--- src/rtl/fib_seq_gen.sv ---
// Fibonacci-type sequence generator: programmable seeds and term count, valid/ready term stream.
// Latency: first term (seed0) on dout one cycle after an accepted start; one term per handshake after that.
// Backpressure: dout/last/dout_valid hold while dout_ready is low; generation stalls until the handshake.
// Optional feature macro: FIB_SEQ_INDEX_EN adds the dout_index output and its counter.
module fib_seq_gen #(
    parameter int DATA_WIDTH = 32,
    parameter int CNT_WIDTH  = 8
) (
    input  logic                  clk,
    input  logic                  rst,
    input  logic                  start,
    input  logic [DATA_WIDTH-1:0] seed0,
    input  logic [DATA_WIDTH-1:0] seed1,
    input  logic [CNT_WIDTH-1:0]  num_terms,
    output logic                  busy,
    output logic                  dout_valid,
    input  logic                  dout_ready,
    output logic [DATA_WIDTH-1:0] dout,
    output logic                  last,
    output logic                  overflow,
    output logic                  done
`ifdef FIB_SEQ_INDEX_EN
    ,
    output logic [CNT_WIDTH-1:0]  dout_index
`endif
);

    typedef enum logic {
        IDLE = 1'b0,
        RUN  = 1'b1
    } state_t;

    localparam logic [CNT_WIDTH-1:0] CNT_ZERO = '0;
    localparam logic [CNT_WIDTH-1:0] CNT_ONE  = CNT_WIDTH'(1);
    localparam logic [CNT_WIDTH-1:0] CNT_TWO  = CNT_WIDTH'(2);

    state_t                 state, state_n;
    // a is the term on dout, b the one after it; the _ovf flags mark slots whose true value did not fit.
    logic [DATA_WIDTH-1:0]  a, a_n;
    logic [DATA_WIDTH-1:0]  b, b_n;
    logic                   a_ovf, a_ovf_n;
    logic                   b_ovf, b_ovf_n;
    logic [CNT_WIDTH-1:0]   rem, rem_n;
    logic                   busy_n, dout_valid_n, last_n, overflow_n, done_n;
    logic [DATA_WIDTH:0]    sum;
    logic                   hs;
`ifdef FIB_SEQ_INDEX_EN
    logic [CNT_WIDTH-1:0]   idx, idx_n;
`endif

    // Next term is computed one bit wider so the carry marks an unrepresentable value.
    assign sum  = {1'b0, a} + {1'b0, b};
    assign hs   = dout_valid & dout_ready;
    assign dout = a;
`ifdef FIB_SEQ_INDEX_EN
    assign dout_index = idx;
`endif

    // State and output registers; reset aborts any sequence without a done pulse.
    always_ff @(posedge clk) begin
        if (rst) begin
            state      <= IDLE;
            a          <= '0;
            b          <= '0;
            a_ovf      <= 1'b0;
            b_ovf      <= 1'b0;
            rem        <= '0;
            busy       <= 1'b0;
            dout_valid <= 1'b0;
            last       <= 1'b0;
            overflow   <= 1'b0;
            done       <= 1'b0;
`ifdef FIB_SEQ_INDEX_EN
            idx        <= '0;
`endif
        end else begin
            state      <= state_n;
            a          <= a_n;
            b          <= b_n;
            a_ovf      <= a_ovf_n;
            b_ovf      <= b_ovf_n;
            rem        <= rem_n;
            busy       <= busy_n;
            dout_valid <= dout_valid_n;
            last       <= last_n;
            overflow   <= overflow_n;
            done       <= done_n;
`ifdef FIB_SEQ_INDEX_EN
            idx        <= idx_n;
`endif
        end
    end

    // Next-state and next-output logic: load on start, advance on handshake, stop on last or overflow.
    always_comb begin
        state_n      = state;
        a_n          = a;
        b_n          = b;
        a_ovf_n      = a_ovf;
        b_ovf_n      = b_ovf;
        rem_n        = rem;
        busy_n       = busy;
        dout_valid_n = dout_valid;
        last_n       = last;
        overflow_n   = overflow;
        done_n       = 1'b0;
`ifdef FIB_SEQ_INDEX_EN
        idx_n        = idx;
`endif
        unique case (state)
            IDLE: begin
                busy_n       = 1'b0;
                dout_valid_n = 1'b0;
                last_n       = 1'b0;
                if (start) begin
                    overflow_n = 1'b0;
                    if (num_terms != CNT_ZERO) begin
                        state_n      = RUN;
                        a_n          = seed0;
                        b_n          = seed1;
                        a_ovf_n      = 1'b0;
                        b_ovf_n      = 1'b0;
                        rem_n        = num_terms;
                        busy_n       = 1'b1;
                        dout_valid_n = 1'b1;
                        last_n       = (num_terms == CNT_ONE);
`ifdef FIB_SEQ_INDEX_EN
                        idx_n        = '0;
`endif
                    end else begin
                        done_n = 1'b1;
                    end
                end
            end
            RUN: begin
                if (hs) begin
                    if (rem == CNT_ONE || b_ovf) begin
                        // Final requested term taken, or the following term cannot be represented.
                        state_n      = IDLE;
                        busy_n       = 1'b0;
                        dout_valid_n = 1'b0;
                        last_n       = 1'b0;
                        done_n       = 1'b1;
                        overflow_n   = (rem != CNT_ONE);
                    end else begin
                        a_n     = b;
                        b_n     = sum[DATA_WIDTH-1:0];
                        a_ovf_n = b_ovf;
                        b_ovf_n = sum[DATA_WIDTH] | a_ovf | b_ovf;
                        rem_n   = rem - CNT_ONE;
                        last_n  = (rem == CNT_TWO);
`ifdef FIB_SEQ_INDEX_EN
                        idx_n   = idx + CNT_ONE;
`endif
                    end
                end
            end
            default: state_n = IDLE;
        endcase
    end

endmodule

--- config.mk ---
export PLATFORM = sky130hd
export DESIGN_NAME = fib_seq_gen
export DESIGN_NICKNAME = d
export VERILOG_FILES = /design/src/rtl/fib_seq_gen.sv
export SDC_FILE = /design/constraint.sdc
export NUM_CORES = 1
export LEC_CHECK = 0
export ABC_AREA = 1
export BUFFER_PORTS_ARGS = -buffer_cell sky130_fd_sc_hd__buf_4
export CORE_AREA = 2 2 116 118
export CTS_CLUSTER_SIZE = 14
export DETAILED_ROUTE_END_ITERATION = 8
export DIE_AREA = 0 0 118 120
export GPL_ROUTABILITY_DRIVEN = 0
export MAX_ROUTING_LAYER = met4
export PLACE_DENSITY = 0.69
export SLEW_MARGIN = 20
export SYNTH_ARGS = -nofsm -noshare
export SYNTH_HDL_FRONTEND = slang
export SYNTH_SLANG_ARGS = --single-unit
--- constraint.sdc ---
create_clock -name clk -period 2.9 [get_ports clk]
set_input_delay 0.435 -clock clk [delete_from_list [all_inputs] [get_ports clk]]
set_output_delay 0.435 -clock clk [all_outputs]
set_load 0.01 [all_outputs]
==> flow_summary_export.csv, run 1 <==
group,metric,value,unit
pwr,p_clk_share,24.0,%
synthesis,synth_edf_count,0,
synthesis,syn_area,6022,µm²
finish,nets,1211,
die,die-area,14160,µm²
sta,max_freq,0.4264,GHz
cts,post_cts_buffers,0,
cts,cts_buffer_depth,2,
finish,drive_above_1_share,13.86,%
sta,finalSetupViolations,0,
placement,post_dp_cell_area,6900,µm²
cts,cts_resized,0,
outcome,status,"finished, final reports clean",
finish,diodes,0,
cts,htree_levels,3,
sta,grt_setup_unrepaired,"no",
finish,area_delta_synth_final,19.72,%
finish,seq_area,1583,µm²
sta,finalWorstSetupSlack,0.5547,ns
critical_path,worstPathArrival,2.62,ns
synthesis,avgSynthCellArea,5.957,µm²
synthesis,synthFlopType,"dfxtp_1",
pwr,power_density,679.9,nW/µm²
sta,hold_violations,0,
synthesis,synthTopCellsByArea,"dfxtp_1 26%, nand2_1 22%, inv_1 8.5%",
synthesis,yosysTopAreaCellShare,26.26,%
critical_path,cp_max_fo,4,
die,start_util,46.39,%
critical_path,worstSetupPathType,"reg -> reg",
detailed_routing,vias,6282,
sta,maxSlewViolCount,0,
synthesis,syn-num-nets,1123,
cts,holdBufCountCts,0,
placement,io_buffers,112,
global_routing,grt_max_degree,99,
pwr,totalPowerFinal,4901,µW
synthesis,synth_seq_area_share,26.26,%
pwr,p_comb_share,44.5,%
cts,clock_sinks,79,
synthesis,yosysMostFrequentCell,"nand2_1",
finish,nFillCells,1401,
global_routing,grt_pass1_vias,5746,
die,num_rows,42,
sta,slew_headroom,37.99,%
detailed_routing,drt_iter0_drc,366,
global_routing,grt_use_total,23.32,%
detailed_routing,detail-route-antenna-nets,0,
critical_path,startpoint_type,"register",
hold_path,hold_class,"in -> reg",
finish,fin_area,7209,µm²
die,pin_count,113,
pwr,power_frac_seq,31.5,%
detailed_routing,vias_per_cell,4.908,
pwr,switching_share,40.94,%
synthesis,synthArstFlopShare,0,%
critical_path,worstPathRequired,3.18,ns
cts,cts_tree,"built",
global_routing,antenna_found_initial,0,
run,drv_cap,0,
synthesis,yosys.area.top_type,"dfxtp_1",
sta,fin_crit,2.345,ns
synthesis,synth_cell_types,36,
detailed_routing,drt-total-wl,15530,µm
sta,worstMarginPinSlew,0.9302,ns
finish,fin_util,55.54,%
die,coreArea,12980,µm²
sta,tns,0,ns
synthesis,synthCells,1011,
pwr,internal-power,2895,µW
pwr,p_sw,2006,µW
die,die_y,120,µm
cts,insertion_delay,0.35,ns
cts,clk_pin_slew,0.06,ns
sta,post-route-period-util,80.87,%
global_routing,grt_pass1_wl,26590,µm
sta,skew,0.007034,ns
finish,multi_input_area,3695,µm²
synthesis,yosys_register_bits,79,
cts,root_buffer,"clkbuf_16",
detailed_routing,wl_per_cell,12.14,µm
pwr,power.leakage,0.003704,µW
global_routing,overflow,0,
synthesis,yosysWarnings,0,
die,die_w,118,µm
synthesis,synth_common_cells,"360 x nand2_1, 137 x inv_1, 91 x nor2_1, 79 x dfxtp_1, 64 x a21oi_1",
cts,cts_buffers,9,
detailed_routing,dr.pass1.iters,5,
critical_path,end_kind,"register",
placement,dp_hpwl,11530,µm
pwr,ir_worst_vdd,517.7,µV
detailed_routing,drc,0,
placement,pre_cts_ws,0.5251,ns
==> power groups by stage <==
| stage | sequential (µW) | clock, µW | combinational (µW) |
|---|---|---|---|
| 2_1_floorplan | 1560 | 0 | 1620 |
| 3_3_place_gp | 1560 | 0 | 2170 |
| 3_5_place_dp | 1560 | 0 | 2190 |
| 4_1_cts | 1540 | 1200 | 2200 |
| 5_1_grt | 1580 | 1250 | 2500 |
| 6_report | 1540 | 1180 | 2180 |
==> routing by layer <==
| metal | wire length (µm) | track usage [%] | vias to the layer above |
|---|---|---|---|
| met2 | 6670 | 35.47 | 185 |
| li1 | - | - | 3390 |
| met3 | 972 | 4.230 | 18 |
| met4 | 288 | 7.982 | 0 |
| met5 | 0 | - | - |
| met1 | 7602 | 31.27 | 2689 |
==> critical path, stage by stage, from the launching register on <==
cell and delay (ns):
dfxtp_1 0.35, ha_1 0.17, inv_1 0.06, fa_1 0.40, inv_1 0.09, nand3_1 0.07, nand3_1 0.15, a21oi_1 0.15
o21ai_0 0.40, nand2_1 0.11, nand3_1 0.11, nand2_1 0.07, a21oi_1 0.15
==> cells in the final DEF (no fill, tap or decap), types with 3 or more instances in the layout <==
cell type and instances:
nand2_1 360, o21ai_1 25, inv_1 137, o21ai_0 48
and2_1 3, clkbuf_16 9, a31oi_2 9, nand4_1 4
xor2_1 10, nor2_1 91, a21oi_1 64, xnor2_1 3
or2_2 4, a31oi_1 31, nand3_1 45, buf_4 117
nor3_1 5, dfxtp_1 78, ha_1 35
==> registers in the layout, indices dropped and copies added, names as in the netlist <==
signal,cells
b_ovf,1
last,1
done,1
a_ovf,1
rem,8
overflow,1
b,32
dout_valid,1
dout,32
state,1
==> through the flow <==
stage	hold slack [ns]	instances
3_3_place_gp	0.4401	1264
6_report	0.3401	1280
2_1_floorplan	0.4245	1011
4_1_cts	0.3268	1280
5_1_grt	0.3466	1280
3_5_place_dp	0.4422	1264
==> layout make-up <==
type                            instances  area share [%]
Multi-Input combinational cell        753           51.25
Sequential cell                        79           21.95
Timing Repair Buffer                  117           12.18
Inverter                              139           7.272
Clock buffer                           11           3.506
Tap cell                              176           3.054
Clock inverter                          5          0.7810
==> path summary, 6_finish.rpt <==
kind,startpoint,slack (ns),cells past startpoint,to
max,b[0],0.55,12,b_ovf
min,seed1[7],0.34,3,b[7]
max reg2reg,b[0],0.55,12,b_ovf
min reg2reg,a_ovf,0.45,2,a_ovf
==> cells by family (layout without fill, tap and decap cells) <==
family | Yosys count | count (layout) | share of synthesized area [%]
AND/OR/NAND/NOR | 519 | 519 | 34.37
flip-flops | 79 | 79 | 26.26
buffers and inverters | 179 | 272 | 12.38
AO/OA/AOI/OAI | 185 | 185 | 17.49
adder cells (fa/ha/maj) | 36 | 36 | 7.604
XOR/XNOR | 13 | 13 | 1.891
(Power assumes the default switching activity.)
==> run 2, diff against run 1 <==
==> constraint.sdc (replaced) <==
create_clock -name clk -period 2.3 [get_ports clk]
set_input_delay 0.345 -clock clk [delete_from_list [all_inputs] [get_ports clk]]
set_output_delay 0.345 -clock clk [all_outputs]
set_load 0.01 [all_outputs]
==> flow_summary_export.csv, run 2 (synthesis gave the netlist of run 1 again) <==
group,metric,value,unit
finish,nFillCells,1361,
die,die_y,120,µm
cts,htree_levels,3,
sta,finalSetupViolations,0,
global_routing,overflow,0,
hold_path,hold_depth,3,
hold_path,hold_class,"in -> reg",
detailed_routing,dr.pass1.iters,5,
die,start_util,46.39,%
pwr,power_density,862.4,nW/µm²
critical_path,worstPathArrival,2.36,ns
placement,placed_cells,1267,
detailed_routing,vias_per_cell,4.911,
sta,skew,0.008476,ns
cts,cts_buffer_depth,2,
finish,instances_no_fill,1283,
sta,hold_violations,0,
detailed_routing,drc,0,
die,die_w,118,µm
detailed_routing,detail-route-antenna-nets,0,
sta,fin_crit,2.136,ns
global_routing,grt_max_degree,99,
critical_path,worstPathRequired,2.52,ns
sta,worstMarginPinSlew,0.6608,ns
sta,maxSlewViolCount,0,
finish,diodes,0,
critical_path,worstSetupPathType,"reg -> reg",
critical_path,r2r-start,"b[0]",
finish,area_delta_synth_final,20.71,%
placement,post_dp_cell_area,6935,µm²
cts,insertion_delay,0.35,ns
sta,post-route-period-util,92.86,%
sta,timing.hold.ws,0.2465,ns
critical_path,end_kind,"register",
pwr,ir_worst_vdd,740.2,µV
cts,post_cts_buffers,0,
die,num_rows,42,
run,drv_cap,0,
pwr,power_frac_seq,31.1,%
global_routing,grt_pass1_wl,26420,µm
detailed_routing,vias,6301,
pwr,p_comb_share,44.4,%
cts,clock_sinks,79,
finish,layout_common_cells,"359 x nand2_1, 137 x inv_1, 119 x buf_4",
sta,slew_headroom,55.95,%
cts,cts_resized,1,
critical_path,ff2ff_setup_slack,0.16,ns
pwr,internal-power,3723,µW
pwr,p_sw,2546,µW
global_routing,grt_use_total,23.30,%
hold_path,hold_start,"seed1[7]",
hold_path,hold_end,"b[7]",
pwr,p_clk_share,24.5,%
finish,drive_above_1_share,14.27,%
cts,root_buffer,"clkbuf_16",
die,pin_count,113,
sta,grt_setup_unrepaired,"no",
cts,cts_buffers,9,
pwr,switching_share,40.61,%
detailed_routing,drt_iter0_drc,410,
detailed_routing,wl_per_cell,12.21,µm
global_routing,antenna_found_initial,0,
cts,clk_pin_slew,0.06,ns
finish,final_common_cell,"nand2_1",
critical_path,reg2reg_to,"b[22]",
finish,nets,1214,
outcome,status,"finished, final reports clean",
global_routing,grt_pass1_vias,5732,
placement,io_buffers,112,
detailed_routing,drt-total-wl,15670,µm
finish,fin_area,7269,µm²
sta,max_freq,0.4682,GHz
critical_path,startpoint_type,"register",
cts,holdBufCountCts,0,
critical_path,cp_max_fo,3,
placement,dp_hpwl,11550,µm
critical_path,rr_worst_depth,13,
finish,seq_area,1583,µm²
pwr,power.leakage,0.003741,µW
cts,cts_tree,"built",
die,coreArea,12980,µm²
die,die-area,14160,µm²
finish,multi_input_area,3711,µm²
-- run 2: metal layers --
metal / routed length, µm / part of all wire, % / track usage, %
met1: 7766 / 50 / 31.02
met2: 7018 / 45 / 36.48
met3: 600 / 3.8 / 3.470
met4: 279 / 1.8 / 7.605
met5: 0 / 0 / -
-- run 2: critical path, stage by stage, from the launching register on --
cell and delay [ns]:
dfxtp_1 0.37, ha_1 0.19, inv_1 0.06, fa_1 0.41, inv_1 0.10, nand2_1 0.06
nand3b_1 0.17, nand2_1 0.07, nand2_1 0.15, nand2_1 0.12, nand3_1 0.08, nand3_1 0.08
nand2_1 0.09, a21oi_1 0.05
-- run 2: final cells by class --
class                   instances  area share [%]
multi-input cells             753           51.05
flip-flops and latches         79           21.77
repair buffers                120           12.56
inverters                     139           7.246
clock buffers                  11           3.201
well taps                     176           3.029
clock inverters                 5           1.136
-- run 2: metrics by stage --
| stage | setup TNS [ns] | power (µW) | util (%) | worst slack (ns) |
|---|---|---|---|---|
| after CTS | 0 | 6305 | 55.86 | 0.03810 |
| after global placement | -0.004698 | 4719 | 53.43 | -0.004698 |
| after detailed placement | -0.02746 | 4746 | 53.43 | -0.02746 |
| after floorplan | 0 | 4011 | - | 0.3472 |
| after global routing | 0 | 6782 | 56.01 | 0.003819 |
| final | 0 | 6269 | 56.01 | 0.1642 |
-- run 2: worst max path at each step --
stage                     startpoint  endpoint  slack (ns)  cells past startpoint
after floorplan              dout[0]     b[16]        0.35                     11
after global placement          b[0]     b_ovf      -0.005                     12
after detailed placement        b[0]     b_ovf       -0.03                     12
after CTS                     rem[1]  dout[12]        0.04                     11
after global routing            b[0]     b[22]       0.004                     14
final                           b[0]     b[22]        0.16                     13
-- run 2: power by group through the flow --
| stage | combinational, µW | clock (µW) | sequential [µW] |
|---|---|---|---|
| after floorplan | 2040 | 0 | 1970 |
| after global placement | 2750 | 0 | 1970 |
| after detailed placement | 2770 | 0 | 1970 |
| after CTS | 2800 | 1560 | 1950 |
| after global routing | 3170 | 1610 | 2000 |
| final | 2780 | 1540 | 1950 |
==> run 3, diff against run 2 <==
--- a/config.mk
+++ b/config.mk
@@ -6,14 +6,13 @@
 export NUM_CORES = 1
 export LEC_CHECK = 0
 export ABC_AREA = 1
-export BUFFER_PORTS_ARGS = -buffer_cell sky130_fd_sc_hd__buf_4
-export CORE_AREA = 2 2 116 118
+export CORE_AREA = 2 2 95 143
 export CTS_CLUSTER_SIZE = 14
 export DETAILED_ROUTE_END_ITERATION = 8
-export DIE_AREA = 0 0 118 120
+export DIE_AREA = 0 0 97 145
+export DONT_BUFFER_PORTS = 1
 export GPL_ROUTABILITY_DRIVEN = 0
 export MAX_ROUTING_LAYER = met4
-export PLACE_DENSITY = 0.69
 export SLEW_MARGIN = 20
 export SYNTH_ARGS = -nofsm -noshare
 export SYNTH_HDL_FRONTEND = slang
==> flow_summary_export.csv, run 3 (synthesis gave the netlist of run 1 again) <==
group,metric,value,unit
global_routing,grt_max_degree,99,
die,num_rows,51,
die,pin_count,113,
finish,instances_no_fill,1157,
sta,post-route-period-util,89.56,%
detailed_routing,vias,5911,
sta,finalSetupViolations,0,
placement,placed_cells,1141,
global_routing,grt_pass1_wl,27520,µm
critical_path,end_kind,"register",
critical_path,crit_chain,"ha_1 -> inv_1 -> fa_1 -> inv_1 -> nand2_1 -> nand3b_1 -> nand2_1 -> nand2_1 -> nand2_1 -> nand2_1 -> nand2_1 -> nand3_1 -> nand2_1 -> a21oi_1",
cts,cts_buffers,9,
global_routing,use_met2,41.25,%
finish,drive_above_1_share,4.810,%
die,die-area,14070,µm²
sta,max_freq,0.4855,GHz
critical_path,crit_path_frequent_cell,"nand2_1",
finish,final_common_cell,"nand2_1",
placement,dp_hpwl,12230,µm
global_routing,grt_pass1_vias,5552,
finish,nets,1106,
global_routing,overflow,0,
critical_path,worstPathArrival,2.33,ns
sta,worstMarginPinSlew,0.6088,ns
detailed_routing,drt_iter0_drc,255,
sta,skew,0.006645,ns
critical_path,worstPathRequired,2.57,ns
cts,htree_levels,3,
die,die_y,145,µm
detailed_routing,wl_per_cell,14.22,µm
critical_path,cp_max_fo,3,
die,coreArea,12830,µm²
sta,grt_setup_unrepaired,"yes",
detailed_routing,dr.pass1.iters,4,
critical_path,rr_worst_depth,14,
critical_path,startpoint_type,"register",
pwr,power.leakage,0.003199,µW
sta,timing.hold.ws,0.06267,ns
detailed_routing,detail-route-antenna-nets,0,
cts,clock_sinks,79,
pwr,ir_worst_vdd,1057,µV
global_routing,grt_use_total,24.43,%
cts,root_buffer,"clkbuf_16",
detailed_routing,vias_per_cell,5.109,
detailed_routing,drc,0,
pwr,totalPowerFinal,6042,µW
outcome,status,"finished, final reports clean",
placement,io_buffers,0,
cts,cts_tree,"built",
hold_path,hold_depth,1,
cts,holdBufCountCts,0,
finish,layout_common_cells,"360 x nand2_1, 137 x inv_1, 91 x nor2_1",
critical_path,worstSetupPathType,"reg -> reg",
hold_path,hold_class,"in -> reg",
critical_path,slowest_delay,0.41,ns
global_routing,top_usage_layer,"met2",
cts,clk_pin_slew,0.07,ns
global_routing,use_met1,29.55,%
cts,cts_buffer_depth,2,
die,die_w,97,µm
cts,insertion_delay,0.35,ns
sta,hold_violations,0,
global_routing,antenna_found_initial,0,
pwr,power_density,939.6,nW/µm²
finish,diodes,0,
critical_path,slowest_stage,"fa_1",
sta,slew_headroom,59.41,%
sta,maxSlewViolCount,0,
sta,fin_crit,2.060,ns
finish,area_delta_synth_final,6.773,%
global_routing,grtUsageMet3,4.528,%
die,start_util,46.95,%
detailed_routing,drt-total-wl,16460,µm
run,drv_cap,0,
finish,fin_util,50.13,%
## run 3: worst paths after layout
check	from	to	slack, ns
setup / recovery	b[0]	b[26]	0.24
hold / removal	rst	b[23]	0.06
setup reg to reg	b[0]	b[26]	0.24
hold reg to reg	a_ovf	a_ovf	0.45
## run 3: layer usage
metal / part of all wire, % / wire, µm / up-vias
met3: 3.9 / 637 / 19
met2: 50 / 8185 / 107
met1: 44 / 7270 / 2605
met5: 0 / 0 / -
met4: 2.2 / 363 / 0
li1: - / - / 3180
## run 3: critical path: cells and delay by family, from the launching register on
| kind | cells | cell delay, ns |
|---|---|---|
| AOI/OAI and AO/OA | 1 | 0.13 |
| adders and majority gates | 2 | 0.58 |
| buffers and inverters | 2 | 0.15 |
| DFF | 1 | 0.36 |
| and+or+nand+nor | 9 | 0.79 |
## run 3: area by class of cell
cell class                      count  area [µm²]
Multi-Input combinational cell    753        3700
Clock inverter                      5       56.30
Tap cell                          159       198.9
Sequential cell                    79        1585
Inverter                          139       524.3
Clock buffer                       10       250.2
Timing Repair Buffer               12       115.1
Fill cell                        1420        6396
## run 3: power by group
| part | internal [µW] | switching [µW] |
|---|---|---|
| clock | 900 | 624 |
| sequential | 1680 | 342 |
| combinational | 888 | 1610 |
## run 3: what timing repair did
action,CTS,global route
buffers inserted,0,1
resized for setup,0,2
setup endpoints to repair,0,4
## run 3: per-stage QoR
stage / cell area (µm²) / worst slack, ns / setup TNS, ns
3_5_place_dp: 6111 / 0.2358 / 0
6_report: 6430 / 0.2402 / 0
4_1_cts: 6417 / 0.2031 / 0
2_1_floorplan: 6022 / 0.3472 / 0
3_3_place_gp: 6111 / 0.2594 / 0
5_1_grt: 6430 / -0.02214 / -0.02214
